==> config.mk <==
export PLATFORM = sky130hd
export DESIGN_NAME = hazard_scoreboard
export DESIGN_NICKNAME = d
export VERILOG_FILES = /design/src/rtl/hazard_scoreboard.sv
export SDC_FILE = /design/constraint.sdc
export NUM_CORES = 1
export LEC_CHECK = 0
export BUFFER_PORTS_ARGS = -buffer_cell sky130_fd_sc_hd__buf_2
export CAP_MARGIN = 20
export CORE_ASPECT_RATIO = 1.5
export CORE_MARGIN = 4
export CORE_UTILIZATION = 55
export CTS_CLUSTER_DIAMETER = 50
export DETAILED_ROUTE_END_ITERATION = 8
export HOLD_SLACK_MARGIN = 0.03
export PLACE_DENSITY = 0.75
export SYNTH_ARGS = -nofsm -noshare
export SYNTH_HDL_FRONTEND = slang
export SYNTH_SLANG_ARGS = --single-unit
export TNS_END_PERCENT = 100
==> constraint.sdc <==
create_clock -name clk -period 3.2 [get_ports clk]
set_clock_uncertainty 0.1 [all_clocks]
set_input_delay 0.48 -clock clk [delete_from_list [all_inputs] [get_ports clk]]
set_output_delay 0.48 -clock clk [all_outputs]
set_load 0.02 [all_outputs]
==> src/rtl/hazard_scoreboard.sv <==
// Per-register in-flight write scoreboard with latency countdowns, RAW/WAW stall
// generation and a saturating stall counter. Optional bypass-aware RAW: HAZARD_FWD_EN.
module hazard_scoreboard #(
  parameter int REG_W = 4,
  parameter int NSRC  = 3,
  parameter int LAT_W = 3,
  parameter int CNT_W = 16
) (
  input  logic                   clk,
  input  logic                   rst,
  input  logic                   flush,
  input  logic                   freeze,
  input  logic                   id_valid,
  input  logic [NSRC*REG_W-1:0]  id_src,
  input  logic [NSRC-1:0]        id_src_en,
  input  logic [REG_W-1:0]       id_dest,
  input  logic                   id_wb_en,
  input  logic [LAT_W-1:0]       id_lat,
  input  logic                   wb_valid,
  input  logic [REG_W-1:0]       wb_dest,
  output logic                   hazard_detected,
  output logic [NSRC-1:0]        fwd_sel,
  output logic [CNT_W-1:0]       stall_count
);

  localparam int NREG = 1 << REG_W;
  localparam logic [LAT_W-1:0] VAR_LAT = '1;

  logic [LAT_W-1:0] cnt_q [NREG];
  logic [LAT_W-1:0] cnt_d [NREG];
  logic [CNT_W-1:0] stall_count_q, stall_count_d;
  logic [NSRC-1:0]  fwd_sel_c;
  logic             raw_any, waw, issue;
  logic [LAT_W-1:0] load_lat;

  // An instruction is accepted only when it is valid, hazard-free, not frozen and
  // not being flushed; the hazard itself is reported independently of freeze.
  always_comb begin
    raw_any   = 1'b0;
    fwd_sel_c = '0;
    for (int i = 0; i < NSRC; i++) begin
      if (id_src_en[i] && cnt_q[id_src[i*REG_W +: REG_W]] != '0) begin
`ifdef HAZARD_FWD_EN
        if (cnt_q[id_src[i*REG_W +: REG_W]] == LAT_W'(1)) fwd_sel_c[i] = 1'b1;
        else raw_any = 1'b1;
`else
        raw_any = 1'b1;
`endif
      end
    end
    waw             = id_wb_en && (cnt_q[id_dest] != '0);
    hazard_detected = id_valid && (raw_any || waw);
    issue           = id_valid && !hazard_detected && !freeze && !flush;
    load_lat        = (id_lat == '0) ? LAT_W'(1) : id_lat;
  end

  assign fwd_sel     = fwd_sel_c;
  assign stall_count = stall_count_q;

  always_comb begin
    for (int r = 0; r < NREG; r++) begin
      cnt_d[r] = cnt_q[r];
      if (issue && id_wb_en && id_dest == REG_W'(r))
        cnt_d[r] = load_lat;
      else if (flush && cnt_q[r] != VAR_LAT)
        cnt_d[r] = '0;
      else if (wb_valid && wb_dest == REG_W'(r))
        cnt_d[r] = '0;
      else if (!freeze && cnt_q[r] != '0 && cnt_q[r] != VAR_LAT)
        cnt_d[r] = cnt_q[r] - LAT_W'(1);
    end
    stall_count_d = stall_count_q;
    if (hazard_detected && stall_count_q != '1)
      stall_count_d = stall_count_q + CNT_W'(1);
  end

  always_ff @(posedge clk or negedge rst) begin
    if (!rst) begin
      for (int r = 0; r < NREG; r++) cnt_q[r] <= '0;
      stall_count_q <= '0;
    end else begin
      for (int r = 0; r < NREG; r++) cnt_q[r] <= cnt_d[r];
      stall_count_q <= stall_count_d;
    end
  end

endmodule
# ---- Yosys cells after proc, flatten, opt, wreduce, memory -nomap -nowiden
# Index checks and enable logic that the tools add are counted.
dict set report classes {
  addsub 17
  n_lt_le_gt_ge 4
  eq_ne 47
  n_mux 80
  n_bitwise 4
  n_reduce_logical 133
}
# cell count
set op_table {}
lappend op_table {{$mux 3} 73}
lappend op_table {{$logic_and 1x1->1} 90}
lappend op_table {{$eq 4x4->1 const B} 16}
lappend op_table {{$reduce_bool 4->1} 16}
lappend op_table {{$reduce_bool 3->1} 20}
lappend op_table {{$bmux 3 s4} 4}
lappend op_table {{$ne 3x3->1 const B} 16}
lappend op_table {{$sub 3x1->3 const B} 16}
lappend op_table {{$eq 4x3->1 const B} 8}
lappend op_table {{$ge 5x5->1 const B} 4}
lappend op_table {{$not 4->5} 4}
lappend op_table {{$add 16x1->16 const B} 1}
lappend op_table {{$eq 4x2->1 const B} 4}
lappend op_table {{$ne 16x16->1 const B} 1}
lappend op_table {{$eq 4x1->1 const B} 2}
lappend op_table {{$logic_not 4->1} 2}
lappend op_table {{$logic_not 1->1} 3}
lappend op_table {{$logic_not 3->1} 1}
lappend op_table {{$mux 1} 3}
lappend op_table {{$logic_or 1x1->1} 1}
dict set report totals {
  reg_bits 64
  inputBits 33
  word_cells 302
}

# ---- Depth between registers and ports, before layout
# Gate-level depths: netlist of the first run.
dict set report depth {
  ltp_word 18
  mapped_depth 10
  mapped_depth_nobuf 9
}

# ---- Worst setup path before layout of the first run
# No wires, ideal clock.
dict set report synth_path {
  path_type {input to output}
  startpoint {input id_src[0]}
  endpoint {output hazard_detected}
  arrival_ns 2.386
  required_ns 2.620
  path_slack_ns 0.234
  cell_stages 6
  path_cell_list {clkbuf_1 > mux4_2 > a32oi_1 > o221ai_4 > a41oi_2 > buf_2}
}
dict set report synth_between {
  elab_chain_cells 11
}
# element line
set synth_rtl {}
lappend synth_rtl {{start: declaration} 14} ;# input logic [NSRC*REG_W-1:0] id_src,
lappend synth_rtl {{$not 4->5 (implied by the code)} 42} ;# if (id_src_en[i] && cnt_q[id_src[i*REG_W +: REG_W]] != '0) begin
lappend synth_rtl {{$bmux 3 s4} 42}
lappend synth_rtl {{$mux 3 (implied by the code) (2 in a row)} 42}
lappend synth_rtl {{$reduce_bool 3->1} 42}
lappend synth_rtl {{$logic_and 1x1->1} 42}
lappend synth_rtl {{$mux 1 (3 in a row)} 42}
lappend synth_rtl {{$logic_or 1x1->1} 52} ;# hazard_detected = id_valid && (raw_any || waw);
lappend synth_rtl {{$logic_and 1x1->1} 52}
lappend synth_rtl {{end: declaration} 21} ;# output logic hazard_detected,
# No other way between the ends. The select of a mux whose other input is x is not followed.

# ---- Final worst setup path of the first run
dict set report layout_path {
  startpoint {register cnt_q[7] in the netlist's numbering}
  endpoint {output hazard_detected}
}
dict set report layout_between {
  elab_chain_cells 10
  word_cells_on_any_way 25
}
# element line
set layout_rtl {}
lappend layout_rtl {{start: declaration} 29} ;# logic [LAT_W-1:0] cnt_q [NREG];
lappend layout_rtl {{$bmux 3 s4} 42}
lappend layout_rtl {{$mux 3 (implied by the code) (2 in a row)} 42}
lappend layout_rtl {{$reduce_bool 3->1} 42}
lappend layout_rtl {{$logic_and 1x1->1} 42}
lappend layout_rtl {{$mux 1 (3 in a row)} 42}
lappend layout_rtl {{$logic_or 1x1->1 (*)} 52}
lappend layout_rtl {{$logic_and 1x1->1 (*)} 52}
# Every way passes the cells marked *; elsewhere a longest branch is shown, timed or not. The select of a mux whose other input is x is not followed.

==> impl_metrics.toml, run 1 <==
[power]
p_comb_frac = 0.548
clkPwrFrac = 0.188
p_int_w = 0.00320
power_w = 0.00560
peakVddDrop_v = 0.000544
power.density_nw_per_um2 = 869
p_sw_w = 0.00240
p_leak_nw = 3.02
sw_frac_of_total = 0.429
pwr-share-seq = 0.264

[cts]
post_cts_buffers = 0
root_buffer = "clkbuf_16"
cts_made_buffers = 9
clock_path_buffers = 2
cts_htree_levels = 3
clkTransAtPathRegs_ns = 0.06
cts_tree = "built"
clkSinkCount = 64
clkLatencyLatePin_ns = 0.34

[layout]
fin_util = 0.632
area_delta_synth_final_pct = 12.0
final_cell_mix = "dfrtp_1 (64), nor2_1 (62), inv_1 (53), ha_1 (49), buf_2 (49)"
multi_input_area_um2 = 3830
num-fill-cells = 836
fin_cells = 797
finalInstanceArea_um2 = 6440
final_common_cell = "dfrtp_1"
drive_gt1_frac = 0.204
num_antenna_cells = 0
fin_nets = 733
regArea_um2 = 1600

[worst_setup_path]
critPathLaunchType = "register"
timing.rr.end = "cnt_q[31]"
reg2reg_depth = 7
path_class = "reg2out"
arrival_ns = 2.56
rrSetupSlack_ns = 0.21
cp_top_family = "compound AO/OA/AOI/OAI gates"
required_ns = 2.62
path_depth = 5
end_kind = "output pin"
crit_chain = "or3_1, mux4_2, a32oi_1, a41oi_4, buf_2"
slowest_delay_ns = 0.47
critPathMaxFanout = 7
crit_path_top_delay_cell = "mux4_2"
worstReg2RegStart = "cnt_q[7]"
crit_buf_inv = 1

[yosys]
syn_area_um2 = 5750
synth_ff_type = "dfrtp_1"
synthArstFlopShare = 1.00
postSynthAreaPerCell_um2 = 9.50
ys_seq_area_frac = 0.279
ys_ff_latch = 64
netlist-cell-type-count = 51
synthesis.instances = 605
synth_edf_count = 0
synth_warnings = 0

[global_routing]
grt_max_degree = 32
grt_pass1_vias = 4858
grt_pass1_wl_mm = 24.2
gr-total-overflow = 0
antenna_found_initial = 0
track_usage = 0.250

[status]
status = "complete, no violations"

[place]
numPortBuffers = 49
place_inst = 781
gp_congestion = 0.886
place_area_um2 = 6100
hpwlAfterDp_mm = 10.9

[die]
die-area_um2 = 12200
coreArea_um2 = 10200
die_w_um = 91.5
rows = 45
ios = 53
initial_core_util = 0.564
dieHeight_um = 133

[sta]
slew_headroom = 0.500
fin_crit_sh = 0.982
final-hold-violation-count = 0
max_freq_mhz = 318
tightest_slew_ns = 0.751
slew_violations = 0
setup_violations = 0
period_needed_ns = 3.14

[detailed_routing]
drc = 0
drt-total-wl_mm = 14.8
drtAntennaViolNets = 0
avgRoutedWirePerCell_um = 18.6
drtIter0Drc = 340
drtPass1Iterations = 5
vias_per_cell = 6.03
vias = 4806

[min_path]
hp-class = "in2async"

[run]
maxCapViolations = 0
==> sequential cells by signal (all words and copies together), names as in the netlist <==
| register | flops |
|---|---|
| cnt_q | 48 |
| stall_count | 16 |
==> cells in the mapped netlist, types with 4 or more instances <==
| library cell | n | share of area |
|---|---|---|
| dfrtp_1 | 64 | 0.28 |
| nor2_1 | 62 | 0.040 |
| inv_1 | 53 | 0.035 |
| ha_1 | 49 | 0.11 |
| nand2_1 | 48 | 0.031 |
| xnor2_1 | 29 | 0.044 |
| nand2b_1 | 26 | 0.028 |
| nor3_1 | 23 | 0.020 |
| mux2i_1 | 21 | 0.037 |
| a211oi_1 | 20 | 0.026 |
| mux2_4 | 20 | 0.052 |
| xor2_1 | 17 | 0.026 |
| mux2_2 | 13 | 0.025 |
| mux4_2 | 13 | 0.051 |
| nand3_1 | 13 | 0.011 |
| clkbuf_1 | 11 | 0.0072 |
| nand4_1 | 11 | 0.012 |
| nor2b_1 | 11 | 0.012 |
| a22o_1 | 10 | 0.015 |
| nand4_4 | 10 | 0.037 |
| nor4_1 | 10 | 0.011 |
| o21ai_0 | 10 | 0.0087 |
| or3_1 | 8 | 0.0087 |
| and3_1 | 5 | 0.0054 |
| buf_2 | 5 | 0.0044 |
| buf_4 | 5 | 0.0065 |
| a32o_1 | 4 | 0.0070 |
==> layout make-up <==
type | instances | share of cell area
Multi-Input combinational cell | 465 | 0.595
Sequential cell | 64 | 0.249
Clock buffer | 14 | 0.0441
Inverter | 53 | 0.0309
Timing Repair Buffer | 58 | 0.0486
Tap cell | 141 | 0.0274
Clock inverter | 2 | 0.00544
==> stage by stage <==
stage                     hold slack [ns]  setup TNS, ns  setup WS [ns]
after floorplan                    0.0844              0          0.234
after global placement              0.379              0          0.232
after detailed placement            0.380              0          0.197
after CTS                           0.145              0         0.0110
after global routing                0.172        -0.0124        -0.0124
final                               0.116              0         0.0590
==> what timing repair did <==
item / in CTS / in global routing
hold buffers: 0 / 0
setup endpoints to repair: 0 / 1
resized for setup: 0 / 2
==> logic make-up (layout without fill, tap and decap cells) <==
family,Yosys count,count (layout),synth area share
xor+xnor,46,46,0.0701
mux,67,67,0.165
other cells,1,3,0.000652
fa+ha+maj,49,49,0.107
simple gates,234,234,0.226
compound gates,66,66,0.0936
buf+inv,78,127,0.0594
flops,64,64,0.279
==> power groups by stage <==
stage	clock network (W)	registers [W]	logic, W
2_1_floorplan	0	0.00143	0.00239
3_3_place_gp	0	0.00146	0.00286
3_5_place_dp	0	0.00148	0.00301
4_1_cts	0.00105	0.00147	0.00305
5_1_grt	0.00109	0.00153	0.00341
6_report	0.00105	0.00148	0.00307
==> per-layer routing <==
layer  up-vias  GRT usage  share of wire
met5         -          0              0
met4         0      0.122          0.046
met3        47     0.0435          0.067
met2       204      0.435           0.50
met1      2342      0.296           0.38
li1       2213          -              -
==> how the worst max path moves through the flow <==
stage / start / end / slack (ns)
detailed placement: id_src[0] / hazard_detected / 0.20
floorplan: id_src[0] / hazard_detected / 0.23
finish: cnt_q[7] / hazard_detected / 0.06
CTS: cnt_q[28] / hazard_detected / 0.01
global route: cnt_q[7] / hazard_detected / -0.01
global placement: id_src[0] / hazard_detected / 0.23
No activity file was read; power rests on OpenSTA's default activity.
==> inputs of run 2 (changes only) <==
--- a/config.mk
+++ b/config.mk
@@ -7,13 +7,15 @@
 export LEC_CHECK = 0
 export BUFFER_PORTS_ARGS = -buffer_cell sky130_fd_sc_hd__buf_2
 export CAP_MARGIN = 20
+export CELL_PAD_IN_SITES_DETAIL_PLACEMENT = 0
+export CELL_PAD_IN_SITES_GLOBAL_PLACEMENT = 1
 export CORE_ASPECT_RATIO = 1.5
 export CORE_MARGIN = 4
-export CORE_UTILIZATION = 55
+export CORE_UTILIZATION = 47
 export CTS_CLUSTER_DIAMETER = 50
 export DETAILED_ROUTE_END_ITERATION = 8
 export HOLD_SLACK_MARGIN = 0.03
-export PLACE_DENSITY = 0.75
+export PLACE_DENSITY_LB_ADDON = 0.1
 export SYNTH_ARGS = -nofsm -noshare
 export SYNTH_HDL_FRONTEND = slang
 export SYNTH_SLANG_ARGS = --single-unit
==> run 2 against run 1 <==
Effect of this change: total power up 2.1%; highest routed layer unchanged; fmax rose by 0.26%; cell count is 1.6% higher; via count is 3.1% lower.
==> impl_metrics.toml, run 2 (synthesized netlist as in run 1, its figures left out) <==
[global_routing]
grt_max_degree = 34
track_usage = 0.234
grt_pass1_vias = 4748
gr-total-overflow = 0
antenna_found_initial = 0
grt_pass1_wl_mm = 25.6

[die]
dieHeight_um = 143
die-area_um2 = 14100
initial_core_util = 0.478
die_w_um = 98.3
coreArea_um2 = 12000
ios = 53
rows = 49

[place]
hpwlAfterDp_mm = 12.2
gp_congestion = 0.906
numPortBuffers = 49

[sta]
slew_violations = 0
period_needed_ns = 3.13
rsz0062_at_grt = "false"
setup_tns_ns = 0
tightest_slew_ns = 0.825
hold-worst-slack_ns = 0.125
max_freq_mhz = 319
fin_crit_sh = 0.979
setup_violations = 0
slew_headroom = 0.448
final-hold-violation-count = 0

[layout]
num_antenna_cells = 0
fin_nets = 734
area_delta_synth_final_pct = 13.1
largest-register = "cnt_q"
final_common_cell = "dfrtp_1"
final_cell_mix = "dfrtp_1 (64), nor2_1 (62), inv_1 (53), ha_1 (49), buf_2 (49)"
fin_util = 0.541
drive_gt1_frac = 0.209
largest_register_ffs = 48

[worst_setup_path]
path_class = "reg2out"
critPathLaunchType = "register"
arrival_ns = 2.55
critPathMaxFanout = 6
required_ns = 2.62
end_kind = "output pin"

[cts]
post_cts_buffers = 0
root_buffer = "clkbuf_16"
cts_htree_levels = 3
clkTransAtPathRegs_ns = 0.06
clkSinkCount = 64
cts_made_buffers = 9
clock_path_buffers = 2
cts_resized = 2
cts_hold_buf = 0
clkLatencyLatePin_ns = 0.33
cts_tree = "built"

[status]
status = "complete, no violations"

[detailed_routing]
drtPass1Iterations = 5
drtAntennaViolNets = 0
avgRoutedWirePerCell_um = 19.9
vias_per_cell = 5.75
vias = 4655
drc = 0
drt-total-wl_mm = 16.1
drtIter0Drc = 212

[power]
peakVddDrop_v = 0.000448
p_leak_nw = 3.04
power.density_nw_per_um2 = 878

[min_path]
hp-class = "in2async"

[run]
maxCapViolations = 0
run 2: power breakdown:
part           total [W]  switching, W  internal (W)
combinational    0.00313       0.00168       0.00144
sequential       0.00149      0.000391       0.00110
clock            0.00109      0.000384      0.000707
total            0.00571       0.00246       0.00326
run 2: path summary, 6_finish.rpt:
| check | startpoint | to | slack (ns) | cells after the start |
|---|---|---|---|---|
| max | cnt_q[30] | hazard_detected | 0.07 | 6 |
| min | rst | cnt_q[45] | 0.13 | 1 |
| max reg2reg | cnt_q[30] | cnt_q[10] | 0.18 | 8 |
| min reg2reg | stall_count[13] | stall_count[13] | 0.39 | 1 |
| max in group asynchronous | rst | cnt_q[2] | 2.20 | 2 |
| min in group clk | stall_count[13] | stall_count[13] | 0.39 | 1 |
run 2: final cells by class:
cell class              count  area [um2]
fillers                  1115        5510
flip-flops and latches     64        1600
well taps                 153         191
multi-input cells         465        3840
repair buffers             59         345
clock inverters             6        91.3
clock buffers              10         239
inverters                  53         199
run 2: through the flow:
| step | worst slack (ns) | cells | instance area [um2] | total power (W) |
|---|---|---|---|---|
| 6_report | 0.0672 | 810 | 6500 | 0.00571 |
| 5_1_grt | 0.00507 | 810 | 6500 | 0.00621 |
| 4_1_cts | 0.0198 | 810 | 6500 | 0.00573 |
| 3_5_place_dp | 0.187 | 794 | 6150 | 0.00458 |
| 3_3_place_gp | 0.227 | 794 | 6150 | 0.00449 |
| 2_1_floorplan | 0.234 | 607 | 5760 | 0.00382 |
run 2: worst max-delay path, cell delays in order, from the launching register on:
cell and delay (ns):
dfrtp_1 0.39, or3_1 0.47, mux4_2 0.50, a211o_1 0.32, o211ai_2 0.10, a41oi_4 0.21, buf_2 0.21
run 2: metal layers:
| layer | track usage | routed length [um] | vias to the layer above |
|---|---|---|---|
| li1 | - | - | 2212 |
| met1 | 0.267 | 6210 | 2287 |
| met2 | 0.440 | 8690 | 126 |
| met3 | 0.0335 | 646 | 30 |
| met4 | 0.0863 | 546 | 0 |
| met5 | 0 | 0 | - |
